==> src/rtl/mem_port_arbiter.sv <==
// Shares one single-outstanding memory request channel between CPU fetch and data ports.
// Optional build macro ARB_PERF_CNT_EN adds fetch/data access and stall counters.
//
// state | meaning
// IDLE  | no transaction in flight; data request wins over fetch
// ADDR  | m_valid high with latched request, waiting for m_ready
// RESP  | request accepted, waiting for m_rvalid
module mem_port_arbiter #(
  parameter int ADDR_W = 32,
  parameter int DATA_W = 32
) (
  input  logic                clk,
  input  logic                rst,
  input  logic                i_req,
  input  logic [ADDR_W-1:0]   i_addr,
  output logic [DATA_W-1:0]   i_rdata,
  output logic                i_wait,
  input  logic [ADDR_W-1:0]   d_addr,
  input  logic [DATA_W-1:0]   d_wdata,
  input  logic [DATA_W/8-1:0] d_strb,
  input  logic                d_read,
  input  logic                d_write,
  output logic [DATA_W-1:0]   d_rdata,
  output logic                d_wait,
  output logic                m_valid,
  input  logic                m_ready,
  output logic                m_write,
  output logic [ADDR_W-1:0]   m_addr,
  output logic [DATA_W-1:0]   m_wdata,
  output logic [DATA_W/8-1:0] m_strb,
  input  logic                m_rvalid,
  input  logic [DATA_W-1:0]   m_rdata
`ifdef ARB_PERF_CNT_EN
  ,
  output logic [31:0]         cnt_i_acc,
  output logic [31:0]         cnt_d_acc,
  output logic [31:0]         cnt_stall
`endif
);

  typedef enum logic [1:0] {
    S_IDLE = 2'd0,
    S_ADDR = 2'd1,
    S_RESP = 2'd2
  } state_t;

  localparam logic OWN_I = 1'b0;
  localparam logic OWN_D = 1'b1;

  state_t              state_q, state_d;
  logic                owner_q, owner_d;
  logic                i_done_q, i_done_d;
  logic                d_done_q, d_done_d;
  logic                m_write_q, m_write_d;
  logic [ADDR_W-1:0]   m_addr_q, m_addr_d;
  logic [DATA_W-1:0]   m_wdata_q, m_wdata_d;
  logic [DATA_W/8-1:0] m_strb_q, m_strb_d;
  logic [DATA_W-1:0]   i_rdata_q, i_rdata_d;
  logic [DATA_W-1:0]   d_rdata_q, d_rdata_d;

  logic pend_i, pend_d, advance, resp_fire;

  // Waits depend only on the done flags and CPU inputs, never on m_* inputs.
  assign pend_d    = (d_read | d_write) & ~d_done_q;
  assign pend_i    = i_req & ~i_done_q;
  assign advance   = ~pend_i & ~pend_d;
  assign resp_fire = (state_q == S_RESP) & m_rvalid;

  always_comb begin
    state_d   = state_q;
    owner_d   = owner_q;
    i_done_d  = i_done_q;
    d_done_d  = d_done_q;
    m_write_d = m_write_q;
    m_addr_d  = m_addr_q;
    m_wdata_d = m_wdata_q;
    m_strb_d  = m_strb_q;
    i_rdata_d = i_rdata_q;
    d_rdata_d = d_rdata_q;

    if (advance) begin
      i_done_d = 1'b0;
      d_done_d = 1'b0;
    end

    case (state_q)
      S_IDLE: begin
        if (pend_d) begin
          m_write_d = d_write;
          m_addr_d  = d_addr;
          m_wdata_d = d_wdata;
          m_strb_d  = d_write ? d_strb : '0;
          owner_d   = OWN_D;
          state_d   = S_ADDR;
        end else if (pend_i) begin
          m_write_d = 1'b0;
          m_addr_d  = i_addr;
          m_strb_d  = '0;
          owner_d   = OWN_I;
          state_d   = S_ADDR;
        end
      end
      S_ADDR: begin
        if (m_ready) state_d = S_RESP;
      end
      S_RESP: begin
        if (m_rvalid) begin
          state_d = S_IDLE;
          if (owner_q == OWN_D) begin
            d_done_d = 1'b1;
            // a store acknowledge carries no data for the CPU
            if (!m_write_q) d_rdata_d = m_rdata;
          end else begin
            i_done_d  = 1'b1;
            i_rdata_d = m_rdata;
          end
        end
      end
      default: state_d = S_IDLE;
    endcase
  end

  always_ff @(posedge clk) begin
    if (rst) begin
      state_q   <= S_IDLE;
      owner_q   <= OWN_I;
      i_done_q  <= 1'b0;
      d_done_q  <= 1'b0;
      m_write_q <= 1'b0;
      m_addr_q  <= '0;
      m_wdata_q <= '0;
      m_strb_q  <= '0;
      i_rdata_q <= '0;
      d_rdata_q <= '0;
    end else begin
      state_q   <= state_d;
      owner_q   <= owner_d;
      i_done_q  <= i_done_d;
      d_done_q  <= d_done_d;
      m_write_q <= m_write_d;
      m_addr_q  <= m_addr_d;
      m_wdata_q <= m_wdata_d;
      m_strb_q  <= m_strb_d;
      i_rdata_q <= i_rdata_d;
      d_rdata_q <= d_rdata_d;
    end
  end

  assign m_valid = (state_q == S_ADDR);
  assign m_write = m_write_q;
  assign m_addr  = m_addr_q;
  assign m_wdata = m_wdata_q;
  assign m_strb  = m_strb_q;
  assign i_rdata = i_rdata_q;
  assign d_rdata = d_rdata_q;
  assign i_wait  = pend_i;
  assign d_wait  = pend_d;

`ifdef ARB_PERF_CNT_EN
  logic [31:0] cnt_i_acc_q, cnt_i_acc_d;
  logic [31:0] cnt_d_acc_q, cnt_d_acc_d;
  logic [31:0] cnt_stall_q, cnt_stall_d;

  always_comb begin
    cnt_i_acc_d = cnt_i_acc_q;
    cnt_d_acc_d = cnt_d_acc_q;
    cnt_stall_d = cnt_stall_q;
    if (resp_fire && owner_q == OWN_I) cnt_i_acc_d = cnt_i_acc_q + 32'd1;
    if (resp_fire && owner_q == OWN_D) cnt_d_acc_d = cnt_d_acc_q + 32'd1;
    if (pend_i || pend_d)              cnt_stall_d = cnt_stall_q + 32'd1;
  end

  always_ff @(posedge clk) begin
    if (rst) begin
      cnt_i_acc_q <= '0;
      cnt_d_acc_q <= '0;
      cnt_stall_q <= '0;
    end else begin
      cnt_i_acc_q <= cnt_i_acc_d;
      cnt_d_acc_q <= cnt_d_acc_d;
      cnt_stall_q <= cnt_stall_d;
    end
  end

  assign cnt_i_acc = cnt_i_acc_q;
  assign cnt_d_acc = cnt_d_acc_q;
  assign cnt_stall = cnt_stall_q;
`endif

endmodule

==> config.mk <==
export PLATFORM = sky130hd
export DESIGN_NAME = mem_port_arbiter
export DESIGN_NICKNAME = d
export VERILOG_FILES = /design/src/rtl/mem_port_arbiter.sv
export SDC_FILE = /design/constraint.sdc
export NUM_CORES = 1
export LEC_CHECK = 0
export BUFFER_PORTS_ARGS = -buffer_cell sky130_fd_sc_hd__buf_2
export CORE_ASPECT_RATIO = 1.4
export CORE_MARGIN = 4
export CORE_UTILIZATION = 47
export DETAILED_ROUTE_END_ITERATION = 10
export GPL_TIMING_DRIVEN = 0
export MAX_ROUTING_LAYER = met4
export PLACE_DENSITY = 0.81
export SKIP_CTS_REPAIR_TIMING = 1
export SYNTH_ARGS = -nofsm -noshare
export SYNTH_HDL_FRONTEND = slang
export SYNTH_SLANG_ARGS = --single-unit
export TNS_END_PERCENT = 30
==> constraint.sdc <==
create_clock -name clk -period 1.5 [get_ports clk]
set_input_delay 0.15 -clock clk [delete_from_list [all_inputs] [get_ports clk]]
set_output_delay 0.15 -clock clk [all_outputs]
set_load 0.01 [all_outputs]
# Word-level counts from Yosys, hierarchy flattened
# Cells that the tools add are included.
# word_totals
reg_bits,138
output_inout_bits,136
input_bits,139
# classes
n_bitwise,10
n_reduce_logical,7
n_eq_ne,5
muxes,21
# op_table
cell,n
$mux 32,2
$mux 4,3
$mux 1,11
$mux 2,4
$not 1->1,6
$pmux 2 s3,1
$reduce_and 3->1,2
$reduce_and 2->1,2
$reduce_and 4->1,1
$and 1x1->1,3
$ne 3x3->1 const B,1
$eq 2x1->1 const B,1
$eq 2x2->1 const B,1
$logic_not 2->1,1
$ne 2x1->1 const B,1
$ne 2x2->1 const B,1
$reduce_bool 2->1,1
$or 1x1->1,1

# Longest topological paths before layout
# Gate-level depths: netlist (run 1).
# depth
word_depth,8
ltp_mapped,7
depth_no_buf,4

# Worst setup path after synthesis (run 1)
# Ideal clock, no wire load.
# synth_timing
path_kind,flip-flop to flip-flop
startpoint,register i_done_q
endpoint,register m_addr_q[22] (netlist: m_addr[22])
required_ns,1.381
setup_slack_ns,0.205
stages_incl_launch_ff,7
setup_ns,0.119
synth_period_minus_slack_ns,1.295
n_path_buf,2
t_arrival_ns,1.176
cell_sequence,dfxtp_1 -> nand2b_1 -> buf_2 -> inv_2 -> nand3_4 -> buf_6 -> o221a_2
# synth_via
elab_chain_cells,4
# synth_rtl
item,line,rtl
"start, declared",52,"logic i_done_q, i_done_d;"
"start signal, assigned",138,i_done_q <= i_done_d;
$not 1->1,65,assign pend_i = i_req & ~i_done_q;
$and 1x1->1,65,
named net i_wait,17,"output logic i_wait,"
$reduce_bool 2->1 (no source line),n/a,
$reduce_and 2->1 (no source line),n/a,
"end signal, assigned",141,m_addr_q <= m_addr_d;
"end, declared",55,"logic [ADDR_W-1:0] m_addr_q, m_addr_d;"
# The timed path passes the listed nets, and every way through them passes these cells.
# A chain may end at the register's enable or synchronous reset.

# Worst setup path after layout (run 1)
# layout_timing
startpoint,register d_done_q
endpoint,output port d_wait
# layout_via
elab_chain_cells,2
# layout_rtl
item,line,rtl
"start, declared",53,"logic d_done_q, d_done_d;"
"start signal, assigned",139,d_done_q <= d_done_d;
$not 1->1,64,assign pend_d = (d_read | d_write) & ~d_done_q;
$and 1x1->1,64,
"end, declared",24,"output logic d_wait,"
# Every way passes these cells.

==> results of run 1 <==
-- layout make-up --
type	instances	area [um2]
Fill cell	931	3606
Sequential cell	138	2769
Multi-Input combinational cell	424	2589
Timing Repair Buffer	311	1723
Clock buffer	18	439.2
Buffer	61	429.2
Tap cell	147	183.9
Clock inverter	14	168.9
Inverter	2	22.52
Antenna cell	3	7.507
-- placed cells by master, fill, tap and decap left out, types with 2 or more instances in the layout --
master	instances
buf_2	283
dfxtp_1	135
a21oi_1	105
nand2_1	66
nand2b_1	65
nand3_1	37
nor3_1	33
mux2i_1	32
o21ai_0	30
o221a_2	26
dlygate4sd3_1	26
buf_4	24
clkbuf_16	17
clkbuf_1	16
buf_6	15
o221a_1	6
a22oi_1	4
clkinv_2	4
diode_2	3
buf_8	3
o21ai_1	3
buf_1	3
nor2_1	3
clkinv_4	3
bufinv_16	3
clkbuf_2	2
clkinvlp_4	2
inv_6	2
dfxtp_2	2
-- kinds of logic after synthesis --
logic type	after synthesis
AO/OA/AOI/OAI	178
flip-flops	138
buffers and inverters	65
multiplexers	32
AND/OR/NAND/NOR	214
-- power by group through the flow --
stage / logic (mW) / clock network, mW / registers, mW
after floorplan: 0.709 / 0 / 4.15
after global placement: 1.38 / 0 / 4.06
after detailed placement: 1.40 / 0 / 4.06
after CTS: 1.40 / 4.36 / 3.98
after global routing: 1.63 / 4.51 / 4.01
final: 1.49 / 4.32 / 3.99
-- cell usage after synthesis (2+ instances only) --
master    count
nand3_1      37
mux2i_1      32
nand2_1      66
o221a_2      26
o21ai_0      30
buf_6        14
a22oi_1       4
a21oi_1     105
buf_4        13
nand2b_1     65
clkbuf_1     17
buf_8         2
nor3_1       33
nor2_1        3
buf_2        13
o221a_1       6
o21ai_1       3
buf_1         3
dfxtp_1     138
-- worst max-delay path: stages (launching register included) --
cell and delay [ns]:
dfxtp_2 0.36, o21bai_4 0.16, buf_8 0.16, clkinv_8 0.07, buf_8 0.13, buf_6 0.11
-- how the worst min path moves through the flow --
stage | from | endpoint | slack [ns] | cells after the start
2_1_floorplan | m_ready | state_q[0] | 0.25 | 1
3_3_place_gp | m_ready | state_q[0] | 0.36 | 2
3_5_place_dp | m_ready | state_q[0] | 0.36 | 2
4_1_cts | m_ready | state_q[0] | -0.07 | 2
5_1_grt | i_addr[7] | m_addr[7] | -0.003 | 2
6_report | m_rdata[27] | i_rdata[27] | -0.008 | 3
-- flip-flops by register name, indices dropped and copies added, names as in the netlist --
name / flops
d_rdata: 32
i_rdata: 32
m_addr: 32
m_wdata: 32
m_strb: 4
state_q: 2
d_done_q: 1
i_done_q: 1
m_write: 1
owner_q: 1
-- layer usage --
| layer | share of wire, % | GRT usage (%) | up-vias |
|---|---|---|---|
| met3 | 6.8 | 5.608 | 44 |
| met5 | 0 | - | - |
| met1 | 39 | 30.20 | 2784 |
| li1 | - | - | 2874 |
| met2 | 51 | 42.55 | 248 |
| met4 | 3.3 | 10.64 | 0 |
-- through the flow --
step	cell area (um2)	hold slack (ns)	setup WS (ns)	instances	utilization (%)
finish	8332	-0.007627	-0.04927	1118	69.79
global route	8332	-0.002559	-0.1125	1118	69.79
CTS	7953	-0.07012	-0.3069	1079	66.62
detailed placement	7345	0.3644	-0.05290	1047	61.52
global placement	7345	0.3601	-0.02358	1047	61.52
floorplan	5794	0.2504	0.2048	627	-
==> reports/qor.csv, run 1 <==
metric,value,unit
setup_tns,-0.04927,ns
p_comb_share,15.2,%
path_clk_slew,0.06,ns
grt_usage,25.83,%
r2r_cells,6,
dieArea,14190,um2
power.switching,2.541,mW
ys_top_cells_by_area,"dfxtp_1 (48%), a21oi_1 (9.1%), nand2b_1 (7.0%), mux2i_1 (5.5%), o221a_2 (5.1%)",
synth_mux_area_share,5.528,%
grt_overflow,0,
drv_slew,0,
hold_viol_final,6,
cts_made_buffers,17,
cts_sinks,138,
crit_start,d_done_q,
antenna_found_initial,3,
synth-adder-area-share,0,%
drt_first_pass_iters,5,
post_drt_via_cell_ratio,5.322,
synth.avg_cell_area,9.241,um2
synth_top_family_by_area,compound AO/OA/AOI/OAI gates,
rows,47,
synth_seq_area_share,47.68,%
clkPwrFrac,44.1,%
drc,0,
arrival,1.40,ns
post-dp-hpwl,13630,um
p_total,9.797,mW
setup_slack,-0.04927,ns
outcome,"finished, violations left",
rsz0062_at_grt,yes,
endpoint,d_wait,
critPathCaptureType,primary output,
postRouteAntennaNets,0,
p_per_area,1176,nW/um2
ff2ff_setup_slack,0.06,ns
ys_types,36,
htreeDepth,4,
violations,"negative hold slack, negative setup slack",
final-setup-viol-count,1,
clock_path_buffers,2,
nNetsFinal,1094,
wl_per_cell,16.96,um
period_share,103.3,%
worst_pin_slew,0.6365,ns
p_seq_share,40.7,%
area_growth,43.79,%
whs,-0.007627,ns
synth_fp_nets,766,
root_buffer,clkbuf_16,
wirelength,18960,um
drive_above_1_share,41.22,%
leakagePower,3.742,nW
synth.largest_area_cell,dfxtp_1,
cts_tree,yes,
ys_ff_latch,138,
reg2reg_to,m_wdata[20],
switching_share,25.94,%
syn_area,5794,um2
gp_congestion,0.8323,
synth_compound_area_share,19.67,%
worstHoldPathType,input port to flip-flop,
critPathMaxFanout,8,
synth-xor-area-share,0,%
layout_min_cycle_time,1.549,ns
clkLatencyLatePin,0.41,ns
io_pins,275,
startpoint_type,flip-flop,
criticalPathCategory,flip-flop to primary output,
yosysTopAreaCellShare,47.68,%
max_slew_margin,57.57,%
synthFlopType,dfxtp_1,
portBuffers,273,
synth_edf_count,0,
grt_pass1_wl,28500,um
ir_worst_vdd,0.7840,mV
num_vias,5950,
r2r_start,d_done_q,
initial_core_util,48.54,%
core-area,11940,um2
grt_pass1_vias,5634,
die-width,101.8,um
fmax,645.5,MHz
p_int,7.256,mW
cap_violations,0,
synth_warnings,0,
drtIter0Drc,232,
cp_data_required_time,1.35,ns
skew,0.009109,ns
syn_inst,627,
grt_start_max_net_pins,17,
async_reset_ff_share,0,%
synth-simple-area-share,19.48,%
die_h,139.4,um
No activity file was read; power rests on OpenSTA's default activity.
==> inputs of run 2 (changes only) <==
--- a/config.mk
+++ b/config.mk
@@ -11,7 +11,6 @@
 export CORE_UTILIZATION = 47
 export DETAILED_ROUTE_END_ITERATION = 10
 export GPL_TIMING_DRIVEN = 0
-export MAX_ROUTING_LAYER = met4
 export PLACE_DENSITY = 0.81
 export SKIP_CTS_REPAIR_TIMING = 1
 export SYNTH_ARGS = -nofsm -noshare
==> reports/qor.csv, run 2 (same netlist as run 1, synthesis figures left out) <==
metric,value,unit,change
outcome,"finished, violations left",,
violations,"negative hold slack, negative setup slack",,
grt_overflow,0,,unchanged
cts_made_buffers,17,,unchanged
final_cell_mix,"buf_2 (283), dfxtp_1 (135), a21oi_1 (105)",,
num_vias,5968,,+0.30%
placed_cell_area,7345,um2,unchanged
grt_pass1_wl,28500,um,unchanged
reg2reg_to,m_wdata[20],,
final_area,8342,um2,+0.12%
clkLatencyLatePin,0.41,ns,about the same
portBuffers,273,,unchanged
path_clk_slew,0.06,ns,about the same
crit_slowest_cell,dfxtp_2,,
area_growth,43.96,%,
rows,47,,unchanged
die-width,101.8,um,unchanged
drt_first_pass_iters,4,,-1
ff2ff_setup_slack,0.06,ns,about the same
startpoint_type,flip-flop,,
setup_slack,-0.04995,ns,-0.0006807 ns
hold_viol_final,6,,unchanged
whs,-0.008236,ns,-0.0006089 ns
wirelength,19040,um,+0.40%
htreeDepth,4,,unchanged
drc,0,,unchanged
die_h,139.4,um,unchanged
critPathMaxStageDelay,0.36,ns,about the same
initial_core_util,48.54,%,unchanged
drtIter0Drc,247,,+6.5%
drv_slew,0,,unchanged
path_buf_inv,4,,unchanged
drive_above_1_share,41.18,%,-0.043 points
core-area,11940,um2,unchanged
endpoint,d_wait,,
cts_sinks,138,,unchanged
gp_congestion,0.8200,,-1.5%
fin_cells,1119,,+0.089%
p_total,9.793,mW,about the same
dieArea,14190,um2,unchanged
cap_violations,0,,unchanged
postRouteAntennaNets,0,,unchanged
p_per_area,1174,nW/um2,-0.15%
clock_path_buffers,2,,unchanged
io_pins,275,,unchanged
final-setup-viol-count,1,,unchanged
final_common_cell,buf_2,,
grt_usage,25.13,%,-0.70 points
nFillCells,929,,-0.21%
antenna_found_initial,3,,unchanged
cpLargestDelayFamily,buffers and inverters,,
leakagePower,3.747,nW,+0.11%
nNetsFinal,1095,,+0.091%
r2r_cells,6,,unchanged
post-dp-hpwl,13630,um,unchanged
crit_start,d_done_q,,
layout_min_cycle_time,1.550,ns,+0.0006807 ns
arrival,1.40,ns,about the same
rsz0062_at_grt,yes,,
wl_per_cell,17.01,um,+0.31%
cts_tree,yes,,
root_buffer,clkbuf_16,,
crit_top_cell,buf_8,,
worst_pin_slew,0.6322,ns,-0.004251 ns
crit_chain,o21bai_4 > buf_8 > clkinv_8 > buf_8 > buf_6,,
post_drt_via_cell_ratio,5.333,,+0.21%
critPathMaxFanout,8,,unchanged
place_inst,1047,,unchanged
grt_pass1_vias,5634,,unchanged
ir_worst_vdd,0.7843,mV,about the same
grt_start_max_net_pins,17,,unchanged
period_share,103.3,%,about the same
fmax,645.2,MHz,about the same
max_slew_margin,57.85,%,+0.28 points
critPathCaptureType,primary output,,
skew,0.008502,ns,-0.0006077 ns
worst-path-stages,5,,unchanged
criticalPathCategory,flip-flop to primary output,,
worstHoldPathType,input port to flip-flop,,
cp_data_required_time,1.35,ns,about the same
r2r_start,d_done_q,,
-- run 2: changes by cell type in the layout (fill, tap and decap cells not counted), sizes merged --
cell / delta
dlygate4sd3: +1
-- run 2: area by class of cell --
type / count / area [um2] / area share [%]
flip-flops and latches: 138 / 2769 / 33.19
multi-input cells: 424 / 2589 / 31.03
repair buffers: 312 / 1733 / 20.77
clock buffers: 18 / 439.2 / 5.265
plain buffers: 61 / 429.2 / 5.145
well taps: 147 / 183.9 / 2.205
clock inverters: 14 / 168.9 / 2.025
inverters: 2 / 22.52 / 0.2700
diodes: 3 / 7.507 / 0.09000
-- run 2: worst min path at each step --
| stage | cells after the start | slack, ns | from | endpoint |
|---|---|---|---|---|
| after floorplan | 1 | 0.25 | m_ready | state_q[0] |
| after global placement | 2 | 0.36 | m_ready | state_q[0] |
| after detailed placement | 2 | 0.36 | m_ready | state_q[0] |
| after CTS | 2 | -0.07 | m_ready | state_q[0] |
| after global routing | 2 | -0.006 | i_addr[7] | m_addr[7] |
| final | 3 | -0.008 | m_rdata[26] | i_rdata[26] |
-- run 2: through the flow --
| stage | setup slack, ns | TNS, ns | hold WS (ns) | util (%) |
|---|---|---|---|---|
| 2_1_floorplan | 0.2048 | 0 | 0.2504 | - |
| 3_3_place_gp | -0.02358 | -0.1743 | 0.3601 | 61.52 |
| 3_5_place_dp | -0.05290 | -1.058 | 0.3644 | 61.52 |
| 4_1_cts | -0.3069 | -0.5368 | -0.07012 | 66.62 |
| 5_1_grt | -0.1158 | -0.2182 | -0.006129 | 69.88 |
| 6_report | -0.04995 | -0.04995 | -0.008236 | 69.88 |
-- run 2: routing by layer --
| layer | GRT usage (%) | wire length [um] | vias up | share of wire (%) |
|---|---|---|---|---|
| li1 | - | - | 2881 | - |
| met1 | 28.94 | 7088 | 2801 | 37 |
| met2 | 42.62 | 9872 | 242 | 52 |
| met3 | 7.311 | 1466 | 44 | 7.7 |
| met4 | 11.06 | 609 | 0 | 3.2 |
| met5 | 0 | 0 | - | 0 |
-- run 2: worst register-to-register path, delay by kind of cell (launching register included) --
family | cells | cell delay, ns
flip-flops | 1 | 0.34
AO/OA/AOI/OAI | 3 | 0.49
buffers and inverters | 3 | 0.50
-- run 2: where the power goes --
group	switching [mW]	internal, mW	total [mW]
logic	0.781	0.717	1.50
clock network	1.64	2.67	4.31
registers	0.112	3.87	3.99
==> inputs of run 3 (changes only) <==
--- a/config.mk
+++ b/config.mk
@@ -8,11 +8,11 @@
 export BUFFER_PORTS_ARGS = -buffer_cell sky130_fd_sc_hd__buf_2
 export CORE_ASPECT_RATIO = 1.4
 export CORE_MARGIN = 4
-export CORE_UTILIZATION = 47
+export CORE_UTILIZATION = 31
 export DETAILED_ROUTE_END_ITERATION = 10
 export GPL_TIMING_DRIVEN = 0
-export PLACE_DENSITY = 0.81
 export SKIP_CTS_REPAIR_TIMING = 1
+export SLEW_MARGIN = 15
 export SYNTH_ARGS = -nofsm -noshare
 export SYNTH_HDL_FRONTEND = slang
 export SYNTH_SLANG_ARGS = --single-unit
==> reports/qor.csv, run 3 (same netlist as run 1, synthesis figures left out) <==
metric,value,unit,change
hold_end,i_rdata[13],,
period_share,105.6,%,+2.3 points
antenna_found_initial,3,,unchanged
setup_slack,-0.08453,ns,-0.03458 ns
rsz0062_at_grt,yes,,
final_common_cell,buf_2,,
outcome,"finished, violations left",,
wl_per_cell,15.87,um,-6.7%
cts_made_buffers,17,,unchanged
drt_first_pass_iters,4,,unchanged
final_cell_mix,"buf_2 (281), dfxtp_1 (135), a21oi_1 (105)",,
placed_cell_area,7461,um2,+1.6%
multi_input_area,2596,um2,+0.29%
cts_tree,yes,,
top_layer,met5,,
ff2ff_setup_slack,-0.02,ns,-0.08 ns
min-delay-start,m_rdata[13],,
reg2reg_to,m_addr[19],,
io_pins,275,,unchanged
p_comb_share,16.0,%,+0.7 points
grt_usage,18.07,%,-7.1 points
violations,"negative hold slack, negative setup slack",,
postRouteAntennaNets,0,,unchanged
crit_top_cell,buf_8,,
power.switching,2.676,mW,+5.5%
p_int,7.581,mW,+4.5%
place_inst,1140,,+8.9%
wl_met2,10260,um,+4.0%
met3_length,1152,um,-21%
fin_cells,1271,,+14%
clock_path_buffers,2,,unchanged
cts_sinks,138,,unchanged
ir_worst_vdd,0.6018,mV,-23%
hold_viol_final,6,,unchanged
area_growth,58.22,%,
utilization,50.53,%,-19 points
grt_start_max_net_pins,17,,unchanged
final-setup-viol-count,25,,+24
whs,-0.01388,ns,-0.005645 ns
critPathMaxFanout,7,,-1
grt_overflow,0,,unchanged
final_area,9168,um2,+9.9%
initial_core_util,31.94,%,-17 points
cpLargestDelayFamily,buffers and inverters,,
post-dp-hpwl,14820,um,+8.7%
max_slew_margin,55.07,%,-2.8 points
clkPwrFrac,45.2,%,+1.2 points
grt_pass1_vias,5554,,-1.4%
drv_slew,0,,unchanged
startpoint_type,flip-flop,,
cap_violations,0,,unchanged
die_h,169.8,um,+22%
skew,0.006911,ns,-0.001591 ns
crit_chain,o21bai_4 > buf_8 > inv_8 > buf_12 > buf_8 > buf_6,,
wl_met1,8079,um,+14%
path_buf_inv,5,,+1
critPathMaxStageDelay,0.34,ns,-0.02 ns
final-seq-area,2774,um2,+0.18%
p_total,10.26,mW,+4.7%
criticalPathCategory,flip-flop to primary output,,
pre_cts_ws,-0.08075,ns,-0.02785 ns
dieArea,20970,um2,+48%
worstHoldPathType,input port to flip-flop,,
drive_above_1_share,39.88,%,-1.3 points
wirelength,20180,um,+6.0%
crit_slowest_cell,dfxtp_4,,
nFillCells,1776,,+91%
switching_share,26.09,%,+0.19 points
htreeDepth,4,,unchanged
path_clk_slew,0.06,ns,about the same
drtIter0Drc,254,,+2.8%
p_seq_share,38.9,%,-1.8 points
rows,58,,+23%
worstHoldPathCells,3,,unchanged
r2r_cells,7,,+1
num_vias,5977,,+0.15%
r2r_start,d_done_q,,
worst_pin_slew,0.6740,ns,+0.04178 ns
clkLatencyLatePin,0.42,ns,about the same
setup_tns,-0.3718,ns,-0.3218 ns
drc,0,,unchanged
grt_pass1_wl,29740,um,+4.3%
root_buffer,clkbuf_16,,
layout_min_cycle_time,1.585,ns,+0.03458 ns
p_per_area,1119,nW/um2,-4.7%
nNetsFinal,1154,,+5.4%
cp_data_required_time,1.35,ns,about the same
fmax,631.1,MHz,-2.2%
arrival,1.43,ns,+0.03 ns
leakagePower,4.053,nW,+8.2%
critPathCaptureType,primary output,,
post_drt_via_cell_ratio,4.703,,-12%
die-width,123.5,um,+21%
core-area,18140,um2,+52%
portBuffers,273,,unchanged
gp_congestion,0.8081,,-1.5%
-- run 3: routing by layer --
layer / global-route usage (%) / vias up
li1: - / 3002
met1: 21.34 / 2736
met2: 30.47 / 190
met3: 4.768 / 47
met4: 8.048 / 2
met5: 0 / -
-- run 3: worst max path at each step --
stage                  start           to  slack [ns]  depth (start not counted)
finish              d_done_q       d_wait       -0.08                          6
floorplan           i_done_q   m_addr[22]        0.20                          6
global placement         rst    m_addr[7]       -0.09                          5
CTS                 d_done_q       d_wait       -0.36                          6
global route        d_done_q       d_wait       -0.14                          6
detailed placement       rst  m_wdata[24]       -0.08                          4
-- run 3: cell type report --
class / instances / share of cell area, %
flip-flops and latches: 138 / 30.26
clock inverters: 14 / 2.279
multi-input cells: 424 / 28.32
plain buffers: 62 / 5.350
repair buffers: 370 / 25.45
clock buffers: 18 / 4.790
diodes: 3 / 0.08189
inverters: 2 / 0.1911
well taps: 240 / 3.276
-- run 3: worst register-to-register path: cells and delay by family, from the launching register on --
family | cells | cell delay, ns
buffers and inverters | 4 | 0.59
AO/OA/AOI/OAI | 2 | 0.38
AND/OR/NAND/NOR | 1 | 0.10
flip-flops | 1 | 0.34
-- run 3: power by group through the flow --
stage          sequential, mW  combinational [mW]  clock [mW]
2_1_floorplan            4.15               0.709           0
3_3_place_gp             4.06                1.42           0
3_5_place_dp             4.06                1.43           0
4_1_cts                  3.98                1.43        4.74
5_1_grt                  4.01                1.80        4.88
6_report                 3.99                1.64        4.63
